--- config.mk ---
export PLATFORM = sky130hd
export DESIGN_NAME = usb_app_regbridge
export DESIGN_NICKNAME = d
export VERILOG_FILES = /design/src/rtl/usb_regbridge_pkg.sv /design/src/rtl/regbridge_timer.sv /design/src/rtl/usb_app_regbridge.sv
export SDC_FILE = /design/constraint.sdc
export NUM_CORES = 1
export LEC_CHECK = 0
export BUFFER_PORTS_ARGS = -buffer_cell sky130_fd_sc_hd__buf_2
export CORE_MARGIN = 4
export CORE_UTILIZATION = 55
export DETAILED_ROUTE_END_ITERATION = 8
export GPL_TIMING_DRIVEN = 0
export PLACE_DENSITY_LB_ADDON = 0.2
export SLEW_MARGIN = 20
export SYNTH_ARGS = -nofsm -noshare
export SYNTH_HDL_FRONTEND = slang
export SYNTH_SLANG_ARGS = --single-unit
--- constraint.sdc ---
create_clock -name app_clk_i -period 2.87 [get_ports app_clk_i]
set_input_delay 0.574 -clock app_clk_i [delete_from_list [all_inputs] [get_ports app_clk_i]]
set_output_delay 0.574 -clock app_clk_i [all_outputs]
set_load 0.01 [all_outputs]
--- src/rtl/usb_regbridge_pkg.sv ---
// Shared opcodes, status codes and FSM state encoding for the USB app register bridge.
package usb_regbridge_pkg;

  localparam logic [7:0] CMD_WR     = 8'h57;
  localparam logic [7:0] CMD_RD     = 8'h52;
  localparam logic [7:0] ST_OK      = 8'h00;
  localparam logic [7:0] ST_BAD_CMD = 8'hE1;
  localparam logic [7:0] ST_BAD_LEN = 8'hE2;

  typedef enum logic [3:0] {
    S_IDLE     = 4'd0,
    S_GET_ADDR = 4'd1,
    S_GET_LEN  = 4'd2,
    S_GET_DATA = 4'd3,
    S_RD_REQ   = 4'd4,
    S_RD_WAIT  = 4'd5,
    S_TX_HDR0  = 4'd6,
    S_TX_HDR1  = 4'd7,
    S_TX_DATA  = 4'd8
  } state_e;

  // States in which the bridge accepts host OUT bytes.
  function automatic logic is_rx_state(input logic [3:0] s);
    return (s == S_IDLE) || (s == S_GET_ADDR) || (s == S_GET_LEN) || (s == S_GET_DATA);
  endfunction

  function automatic logic is_tx_state(input logic [3:0] s);
    return (s == S_TX_HDR0) || (s == S_TX_HDR1) || (s == S_TX_DATA);
  endfunction

endpackage

--- src/rtl/regbridge_timer.sv ---
// Loadable down-counter that flags expiry of the inter-byte frame timeout.
module regbridge_timer #(
  parameter int unsigned TIMEOUT_CYCLES = 48000
) (
  input  logic app_clk_i,
  input  logic rstn,
  input  logic load,
  input  logic en,
  output logic expire
);

  localparam int unsigned W = $clog2(TIMEOUT_CYCLES + 1);
  localparam logic [W-1:0] LOAD_VAL = W'(TIMEOUT_CYCLES - 1);

  logic [W-1:0] count_reg;

  always_ff @(posedge app_clk_i or negedge rstn) begin
    if (!rstn) begin
      count_reg <= LOAD_VAL;
    end else if (load) begin
      count_reg <= LOAD_VAL;
    end else if (en && (count_reg != '0)) begin
      count_reg <= count_reg - 1'b1;
    end
  end

  assign expire = en && !load && (count_reg == '0);

endmodule

--- src/rtl/usb_app_regbridge.sv ---
// Host command-frame parser driving an 8-bit register bus, one response frame per command.
// Optional inter-byte frame timeout is built when REGBRIDGE_TIMEOUT_EN is defined.
module usb_app_regbridge
  import usb_regbridge_pkg::*;
#(
  parameter int unsigned MAX_LEN        = 16,
  parameter int unsigned TIMEOUT_CYCLES = 48000
) (
  input  logic       app_clk_i,
  input  logic       rstn,
  input  logic [7:0] app_out_data_i,
  input  logic       app_out_valid_i,
  output logic       app_out_ready_o,
  output logic [7:0] app_in_data_o,
  output logic       app_in_valid_o,
  input  logic       app_in_ready_i,
  output logic [7:0] reg_addr_o,
  output logic [7:0] reg_wdata_o,
  output logic       reg_we_o,
  output logic       reg_re_o,
  input  logic [7:0] reg_rdata_i,
  output logic       busy_o,
  output logic [7:0] err_cnt_o
);

  localparam logic [3:0] IDLE     = S_IDLE;
  localparam logic [3:0] GET_ADDR = S_GET_ADDR;
  localparam logic [3:0] GET_LEN  = S_GET_LEN;
  localparam logic [3:0] GET_DATA = S_GET_DATA;
  localparam logic [3:0] RD_REQ   = S_RD_REQ;
  localparam logic [3:0] RD_WAIT  = S_RD_WAIT;
  localparam logic [3:0] TX_HDR0  = S_TX_HDR0;
  localparam logic [3:0] TX_HDR1  = S_TX_HDR1;
  localparam logic [3:0] TX_DATA  = S_TX_DATA;

  localparam logic [7:0] MAX_LEN_B = 8'(MAX_LEN);

  logic [3:0] state_reg, state_next;
  logic [7:0] cmd_reg, addr_reg, len_reg, cnt_reg, status_reg;
  logic [7:0] in_data_reg, reg_addr_reg, reg_wdata_reg, err_cnt_reg;
  logic       in_valid_reg, out_ready_reg, we_reg, re_reg;

  logic out_acc, in_acc, cmd_known, len_bad, last_byte, timeout;

  assign out_acc   = app_out_valid_i && out_ready_reg;
  assign in_acc    = in_valid_reg && app_in_ready_i;
  assign cmd_known = (app_out_data_i == CMD_WR) || (app_out_data_i == CMD_RD);
  assign len_bad   = (app_out_data_i == 8'd0) || (app_out_data_i > MAX_LEN_B);
  assign last_byte = (8'(cnt_reg + 8'd1) == len_reg);

`ifdef REGBRIDGE_TIMEOUT_EN
  logic frame_rx;
  assign frame_rx = (state_reg == GET_ADDR) || (state_reg == GET_LEN) || (state_reg == GET_DATA);

  regbridge_timer #(
    .TIMEOUT_CYCLES(TIMEOUT_CYCLES)
  ) u_timer (
    .app_clk_i(app_clk_i),
    .rstn     (rstn),
    .load     (out_acc || !frame_rx),
    .en       (frame_rx),
    .expire   (timeout)
  );
`else
  assign timeout = 1'b0;
`endif

  always_comb begin
    state_next = state_reg;
    case (state_reg)
      IDLE:     if (out_acc) state_next = cmd_known ? GET_ADDR : TX_HDR0;
      GET_ADDR: if (out_acc) state_next = GET_LEN;
      GET_LEN: begin
        if (out_acc) begin
          if (!len_bad && (cmd_reg == CMD_WR)) state_next = GET_DATA;
          else                                 state_next = TX_HDR0;
        end
      end
      GET_DATA: if (out_acc && last_byte) state_next = TX_HDR0;
      TX_HDR0:  if (in_acc) state_next = TX_HDR1;
      TX_HDR1: begin
        if (in_acc) begin
          if ((status_reg == ST_OK) && (cmd_reg == CMD_RD)) state_next = RD_REQ;
          else                                              state_next = IDLE;
        end
      end
      RD_REQ:   state_next = RD_WAIT;
      RD_WAIT:  state_next = TX_DATA;
      TX_DATA:  if (in_acc) state_next = last_byte ? IDLE : RD_REQ;
      default:  state_next = IDLE;
    endcase
    if (timeout) state_next = IDLE;
  end

  always_ff @(posedge app_clk_i or negedge rstn) begin
    if (!rstn) begin
      state_reg     <= IDLE;
      cmd_reg       <= '0;
      addr_reg      <= '0;
      len_reg       <= '0;
      cnt_reg       <= '0;
      status_reg    <= '0;
      in_data_reg   <= '0;
      in_valid_reg  <= 1'b0;
      out_ready_reg <= 1'b0;
      reg_addr_reg  <= '0;
      reg_wdata_reg <= '0;
      we_reg        <= 1'b0;
      re_reg        <= 1'b0;
      err_cnt_reg   <= '0;
    end else begin
      state_reg     <= state_next;
      in_valid_reg  <= is_tx_state(state_next);
      out_ready_reg <= is_rx_state(state_next);
      we_reg        <= 1'b0;
      re_reg        <= 1'b0;
      case (state_reg)
        IDLE: begin
          if (out_acc) begin
            cmd_reg     <= app_out_data_i;
            cnt_reg     <= '0;
            status_reg  <= cmd_known ? ST_OK : ST_BAD_CMD;
            in_data_reg <= app_out_data_i;
          end
        end
        GET_ADDR: if (out_acc) addr_reg <= app_out_data_i;
        GET_LEN: begin
          if (out_acc) begin
            len_reg     <= app_out_data_i;
            status_reg  <= len_bad ? ST_BAD_LEN : ST_OK;
            in_data_reg <= cmd_reg;
          end
        end
        GET_DATA: begin
          if (out_acc) begin
            we_reg        <= 1'b1;
            reg_addr_reg  <= addr_reg;
            reg_wdata_reg <= app_out_data_i;
            addr_reg      <= addr_reg + 8'd1;
            cnt_reg       <= cnt_reg + 8'd1;
          end
        end
        TX_HDR0: if (in_acc) in_data_reg <= status_reg;
        TX_HDR1: begin
          if (in_acc) begin
            if ((status_reg != ST_OK) && (err_cnt_reg != 8'hFF)) err_cnt_reg <= err_cnt_reg + 8'd1;
            if (state_next == RD_REQ) begin
              re_reg       <= 1'b1;
              reg_addr_reg <= addr_reg;
            end
          end
        end
        RD_WAIT: in_data_reg <= reg_rdata_i;
        TX_DATA: begin
          // Next read is issued as this byte leaves, so reg_re_o lines up with RD_REQ.
          if (in_acc) begin
            addr_reg <= addr_reg + 8'd1;
            cnt_reg  <= cnt_reg + 8'd1;
            if (state_next == RD_REQ) begin
              re_reg       <= 1'b1;
              reg_addr_reg <= addr_reg + 8'd1;
            end
          end
        end
        default: ;
      endcase
      if (timeout && (err_cnt_reg != 8'hFF)) err_cnt_reg <= err_cnt_reg + 8'd1;
    end
  end

  assign app_out_ready_o = out_ready_reg;
  assign app_in_data_o   = in_data_reg;
  assign app_in_valid_o  = in_valid_reg;
  assign reg_addr_o      = reg_addr_reg;
  assign reg_wdata_o     = reg_wdata_reg;
  assign reg_we_o        = we_reg;
  assign reg_re_o        = re_reg;
  assign busy_o          = (state_reg != IDLE);
  assign err_cnt_o       = err_cnt_reg;

endmodule

**Word level (Yosys, flattened, before mapping)**

Cells that the tools add are included.
W data, S select, Z words.

- Word-level logic and storage cells: 122
- Flip-flop bits (word level): 80

- Add/subtract/negate cells: 3
- Magnitude comparators: 1
- Mux-type cells: 39
- Reductions and logical operators: 35
- Equality and inequality tests: 30

Operators with widths:

| cell | count |
|---|---|
| $mux W8 | 17 |
| $pmux W8 S3 | 3 |
| $pmux W4 S9 | 1 |
| $eq A8 B7 Y1 const B | 4 |
| $pmux W8 S4 | 1 |
| $eq A4 B3 Y1 const B | 7 |
| $mux W4 | 7 |
| $add A8 B1 Y8 const B | 3 |
| $ne A2 B2 Y1 const B | 9 |
| $eq A4 B2 Y1 const B | 4 |
| $logic_not A8 Y1 | 2 |
| $pmux W8 S2 | 1 |
| $mux W3 | 4 |
| $reduce_and A4 Y1 | 3 |
| $reduce_bool A3 Y1 | 3 |
| $eq A4 B1 Y1 const B | 2 |
| $eq A4 B4 Y1 const B | 2 |
| $eq A8 B8 Y1 | 1 |
| $gt A8 B5 Y1 const B | 1 |
| $logic_not A4 Y1 | 2 |
| $ne A8 B8 Y1 const B | 1 |
| $reduce_bool A4 Y1 | 2 |
| $reduce_bool A8 Y1 | 1 |
| $logic_or A1 B1 Y1 | 7 |
| 8 further kinds | 20 |

**Logic depth before layout (Yosys ltp)**

- Depth after elaboration: 11
- Depth in mapped cells: 9
- Depth with buffers taken out: 8

**Least setup slack after synthesis**

Ideal clock, no wire load.

- Path kind: in2reg
- Start: input app_out_data_i[5]
- End: register reg_addr_reg[0] (netlist: reg_addr_o[0])
- Stages on the path: 7
- Setup slack: 592 ps
- Arrival time: 2153 ps
- Buffers on the path: 1
- Cells stage by stage: clkbuf_1 -> nor4_1 -> or2_2 -> o31a_1 -> nand4_2 -> o21ai_4 -> mux2_4

- Word-level cells in the longest chain between the ends: 10

RTL lines:

| element | line | RTL |
|---|---|---|
| from (decl) | usb_app_regbridge.sv:11 | `input logic [7:0] app_out_data_i,` |
| $gt A8 B5 Y1 or $logic_not A8 Y1 (tied branches) | usb_app_regbridge.sv:48 | `assign len_bad = (app_out_data_i == 8'd0) \|\| (app_out_data_i > MAX_LEN_B);` |
| $logic_or A1 B1 Y1 | usb_app_regbridge.sv:48 |  |
| $logic_not A1 Y1 | usb_app_regbridge.sv:75 | `if (!len_bad && (cmd_reg == CMD_WR)) state_next = GET_DATA;` |
| $logic_and A1 B1 Y1 | usb_app_regbridge.sv:75 |  |
| $mux W3 | usb_app_regbridge.sv:75 |  |
| $mux W4 | usb_app_regbridge.sv:74 | `if (out_acc) begin` |
| $pmux W4 S9 (*) | usb_app_regbridge.sv:70 | `case (state_reg)` |
| $eq A4 B3 Y1 (*) | usb_app_regbridge.sv:147, usb_app_regbridge.sv:159 |  |
| $ne A2 B2 Y1 (no source line) | n/a |  |
| $reduce_and A6 Y1 (no source line) (*) | n/a |  |
| to (signal assigned) | usb_app_regbridge.sv:137 | `reg_addr_reg <= addr_reg;` |
| to (signal assigned) | usb_app_regbridge.sv:149 | `reg_addr_reg <= addr_reg;` |
| to (signal assigned) | usb_app_regbridge.sv:161 | `reg_addr_reg <= addr_reg + 8'd1;` |
| to (decl) | usb_app_regbridge.sv:40 | `logic [7:0] in_data_reg, reg_addr_reg, reg_wdata_reg, err_cnt_reg;` |

Mark *: on every way between the ends. The rest lies on a longest branch, timed or not.
A chain may end at the register's enable or synchronous reset.

**Worst setup path after layout**

- Start: register state_reg[0]
- End: register reg_addr_reg[0] (netlist: reg_addr_o[0])

- Word-level cells in the longest chain between the ends: 5

RTL lines:

| element | line | RTL |
|---|---|---|
| from (decl) | usb_app_regbridge.sv:38 | `logic [3:0] state_reg, state_next;` |
| from (signal assigned) | usb_app_regbridge.sv:112 | `state_reg <= state_next;` |
| $eq A4 B4 Y1 (tied with other cells) | usb_app_regbridge.sv:70, usb_app_regbridge.sv:117 |  |
| $pmux W4 S9 | usb_app_regbridge.sv:70 |  |
| $eq A4 B3 Y1 | usb_app_regbridge.sv:147, usb_app_regbridge.sv:159 |  |
| $ne A2 B2 Y1 (no source line) | n/a |  |
| $reduce_and A6 Y1 (no source line) | n/a |  |

Parallel ways exist; a longest one is shown, timed or not.

==> summary.txt <==
status: finished, final reports clean
Max Cap Viol: 0
Num Clock Sinks: 75
worst-path fanout max: 10
CTS H-tree depth: 3
Synth warnings: 0
Die Span X: 93.39 microns
register bit total from synthesis: 75
Slew Limit Fails: 0
Mapped Nets: 429
WS Path Type: register to register
ANT cells: 0
Hold Buf Count CTS: 0
RSZ-0062 raised after global routing: false
multi-input logic area: 0.002013 sq mm
num ports: 57
Final period util: 0.8784
Final Cell Area: 0.004614 sq mm
TritonCTS clock tree: done
Peak VDD IR: 0.0005479 V
Initial Util: 0.5775
routed wire length: 9.263 mm
leading area contributor after synthesis: dfrtp_1
area of the core: 0.006944 sq mm
first-pass GRT wire length: 15.75 mm
mean area per synthesized cell: 9.877 sq um
DRC Markers: 0
Synth Flop Type: dfrtp_1
clock slew seen by the registers of the worst setup and hold paths: 0.08 ns
post-cts sizing count: 0
final setup TNS: 0 ns
fillers: 577
Hold Fails Final Rpt: 0
Crit path arrival time: 2.76 ns
pin count of the biggest net entering global routing: 53
number of global-route vias before repair: 3,255
post-synthesis async set-or-reset flop share: 1.000
DR vias: 3,314
Post-synth EDFFs: 0
number of buffers created by CTS: 9
Reg2Reg Setup Slack: 0.35 ns
via/cell ratio: 5.814
HP Class: input pin to asynchronous set/reset pin
Fin Clk Skew: 0.01531 ns
GPL Wtd Cong: 0.8454
layout cells sized above 1: 0.2426
initial antenna violation count: 0
Post-Synthesis Cell Area: 0.004010 sq mm
DR iter-0 viols: 185
Post-synth top cells: dfrtp_1, nand2_1, o21ai_0, nor2_1, mux2_2
Max-Slew Margin vs Limit: 0.5432
postcts setup bufs: 0
grt ovf: 0
LEAKAGE: 2.206 nW
DRT antenna net count: 0
pwr/cell area: 979.6 mW/mm^2
worst slew pin tran: 0.6822 ns
post-synthesis cell type count: 61
CP required: 3.11 ns
Layout Area Growth over Synthesis: 15.07%
Worst setup EP type: register
Max Clock Freq: 396.7 MHz
full die area: 0.008721 sq mm
GRT Total Usage: 0.2287
dpl hpwl: 6.657 mm
most frequent cell after synthesis: dfrtp_1
Yosys top cell area share: 0.4680
DP Area: 0.004425 sq mm
# port buffers: 53
drt first pass iters: 5
Clock Latency Late Sink: 0.35 ns
Period minus WS final: 2.521 ns
# setup viols final: 0
Cells after Synth: 406
Storage cell area: 0.001877 sq mm
synth top area cells: dfrtp_1, nand2_1, mux2_2
Longest Clk Path Bufs: 2
Root Buffer: clkbuf_8
drt wl/cell: 16.25 microns
final net count: 494
Seq/Total Area, Yosys: 0.4680
Die Y: 93.39 microns
crit path launch type: register
FP Rows: 30
==> critical path, cell delays in order (launching register included) <==
cell and delay (ns):
dfrtp_1 0.46, nor4b_4 0.62, and2_1 0.23, buf_6 0.14, o21ai_2 0.06, nand3_2 0.08, a21oi_2 0.05, o21ai_4 0.42
mux2_4 0.34
==> power breakdown <==
group | internal (W) | switching [W] | total (W)
Combinational | 0.000903 | 0.00105 | 0.00195
Sequential | 0.00145 | 0.000311 | 0.00176
Clock | 0.000418 | 0.000394 | 0.000811
==> layout by cell type, fill, tap and decap left out, types with 2 or more instances in the layout <==
| cell type | count |
|---|---|
| nor2b_1 | 2 |
| buf_6 | 2 |
| o31ai_1 | 3 |
| nand2b_1 | 6 |
| ha_1 | 3 |
| a222oi_1 | 5 |
| nand3_1 | 14 |
| mux2_2 | 18 |
| o21ai_0 | 31 |
| xor2_1 | 7 |
| nor4_1 | 3 |
| mux2i_1 | 2 |
| nor2_1 | 27 |
| nand4_1 | 7 |
| a221oi_1 | 3 |
| clkbuf_8 | 10 |
| clkbuf_1 | 12 |
| a21o_1 | 7 |
| buf_1 | 2 |
| xnor2_1 | 17 |
| and2_1 | 4 |
| o41ai_1 | 2 |
| nor3b_1 | 4 |
| nand2_1 | 68 |
| nand3b_1 | 3 |
| nor4b_1 | 2 |
| dfrtp_1 | 75 |
| mux2_4 | 8 |
| buf_2 | 58 |
| nor3_1 | 5 |
| inv_1 | 4 |
| and3_1 | 12 |
| a21oi_1 | 13 |
==> logic make-up (layout without fill, tap and decap cells) <==
kind of cell	count (synthesis)	count (layout)	synth area share
and+or+nand+nor	169	169	0.2147
AOI/OAI and AO/OA	81	81	0.1401
DFF	75	75	0.4680
muxes	28	28	0.08549
buffers and inverters	26	94	0.02995
xor gates and xnor gates	24	24	0.05242
adders and majority gates	3	3	0.009361
==> routing by layer <==
metal  global-route usage  share of wire  vias up
met4              0.07814          0.015        0
met2               0.3562           0.48       91
met3              0.04827          0.046       13
li1                     -              -     1576
met1               0.3176           0.46     1634
met5                    0              0        -
==> per-stage QoR <==
stage	worst slack (ns)	cells	total power, W	hold slack (ns)	utilization
3_3_place_gp	0.2202	555	0.003662	0.4575	0.6330
3_5_place_dp	0.2019	556	0.003725	0.4642	0.6373
5_1_grt	0.1860	570	0.004847	0.1302	0.6645
4_1_cts	0.3696	570	0.004549	0.1207	0.6645
6_report	0.3489	570	0.004520	0.1259	0.6645
2_1_floorplan	0.5918	406	0.003140	0.2784	-
==> path summary, 6_finish.rpt <==
check,from,cells past startpoint,to
worst max-delay path,state_reg[0]$_DFF_PN0_,8,reg_addr_o[0]$_DFFE_PN0P_
worst min-delay path,rstn,1,state_reg[0]$_DFF_PN0_
worst max register to register,state_reg[0]$_DFF_PN0_,8,reg_addr_o[0]$_DFFE_PN0P_
worst min register to register,app_in_data_o[4]$_DFFE_PN0P_,2,app_in_data_o[4]$_DFFE_PN0P_
max in group asynchronous,rstn,2,status_reg[0]$_DFFE_PN0P_
min in group app_clk_i,app_in_data_o[4]$_DFFE_PN0P_,2,app_in_data_o[4]$_DFFE_PN0P_
==> final cells by class <==
type                    instances  area share
well taps                      96     0.02603
plain buffers                  22     0.02278
flip-flops and latches         75      0.4067
multi-input cells             305      0.4363
repair buffers                 54     0.06399
inverters                       4    0.003254
clock buffers                  10     0.02983
clock inverters                 4     0.01112
No activity file was read; power rests on OpenSTA's default activity.
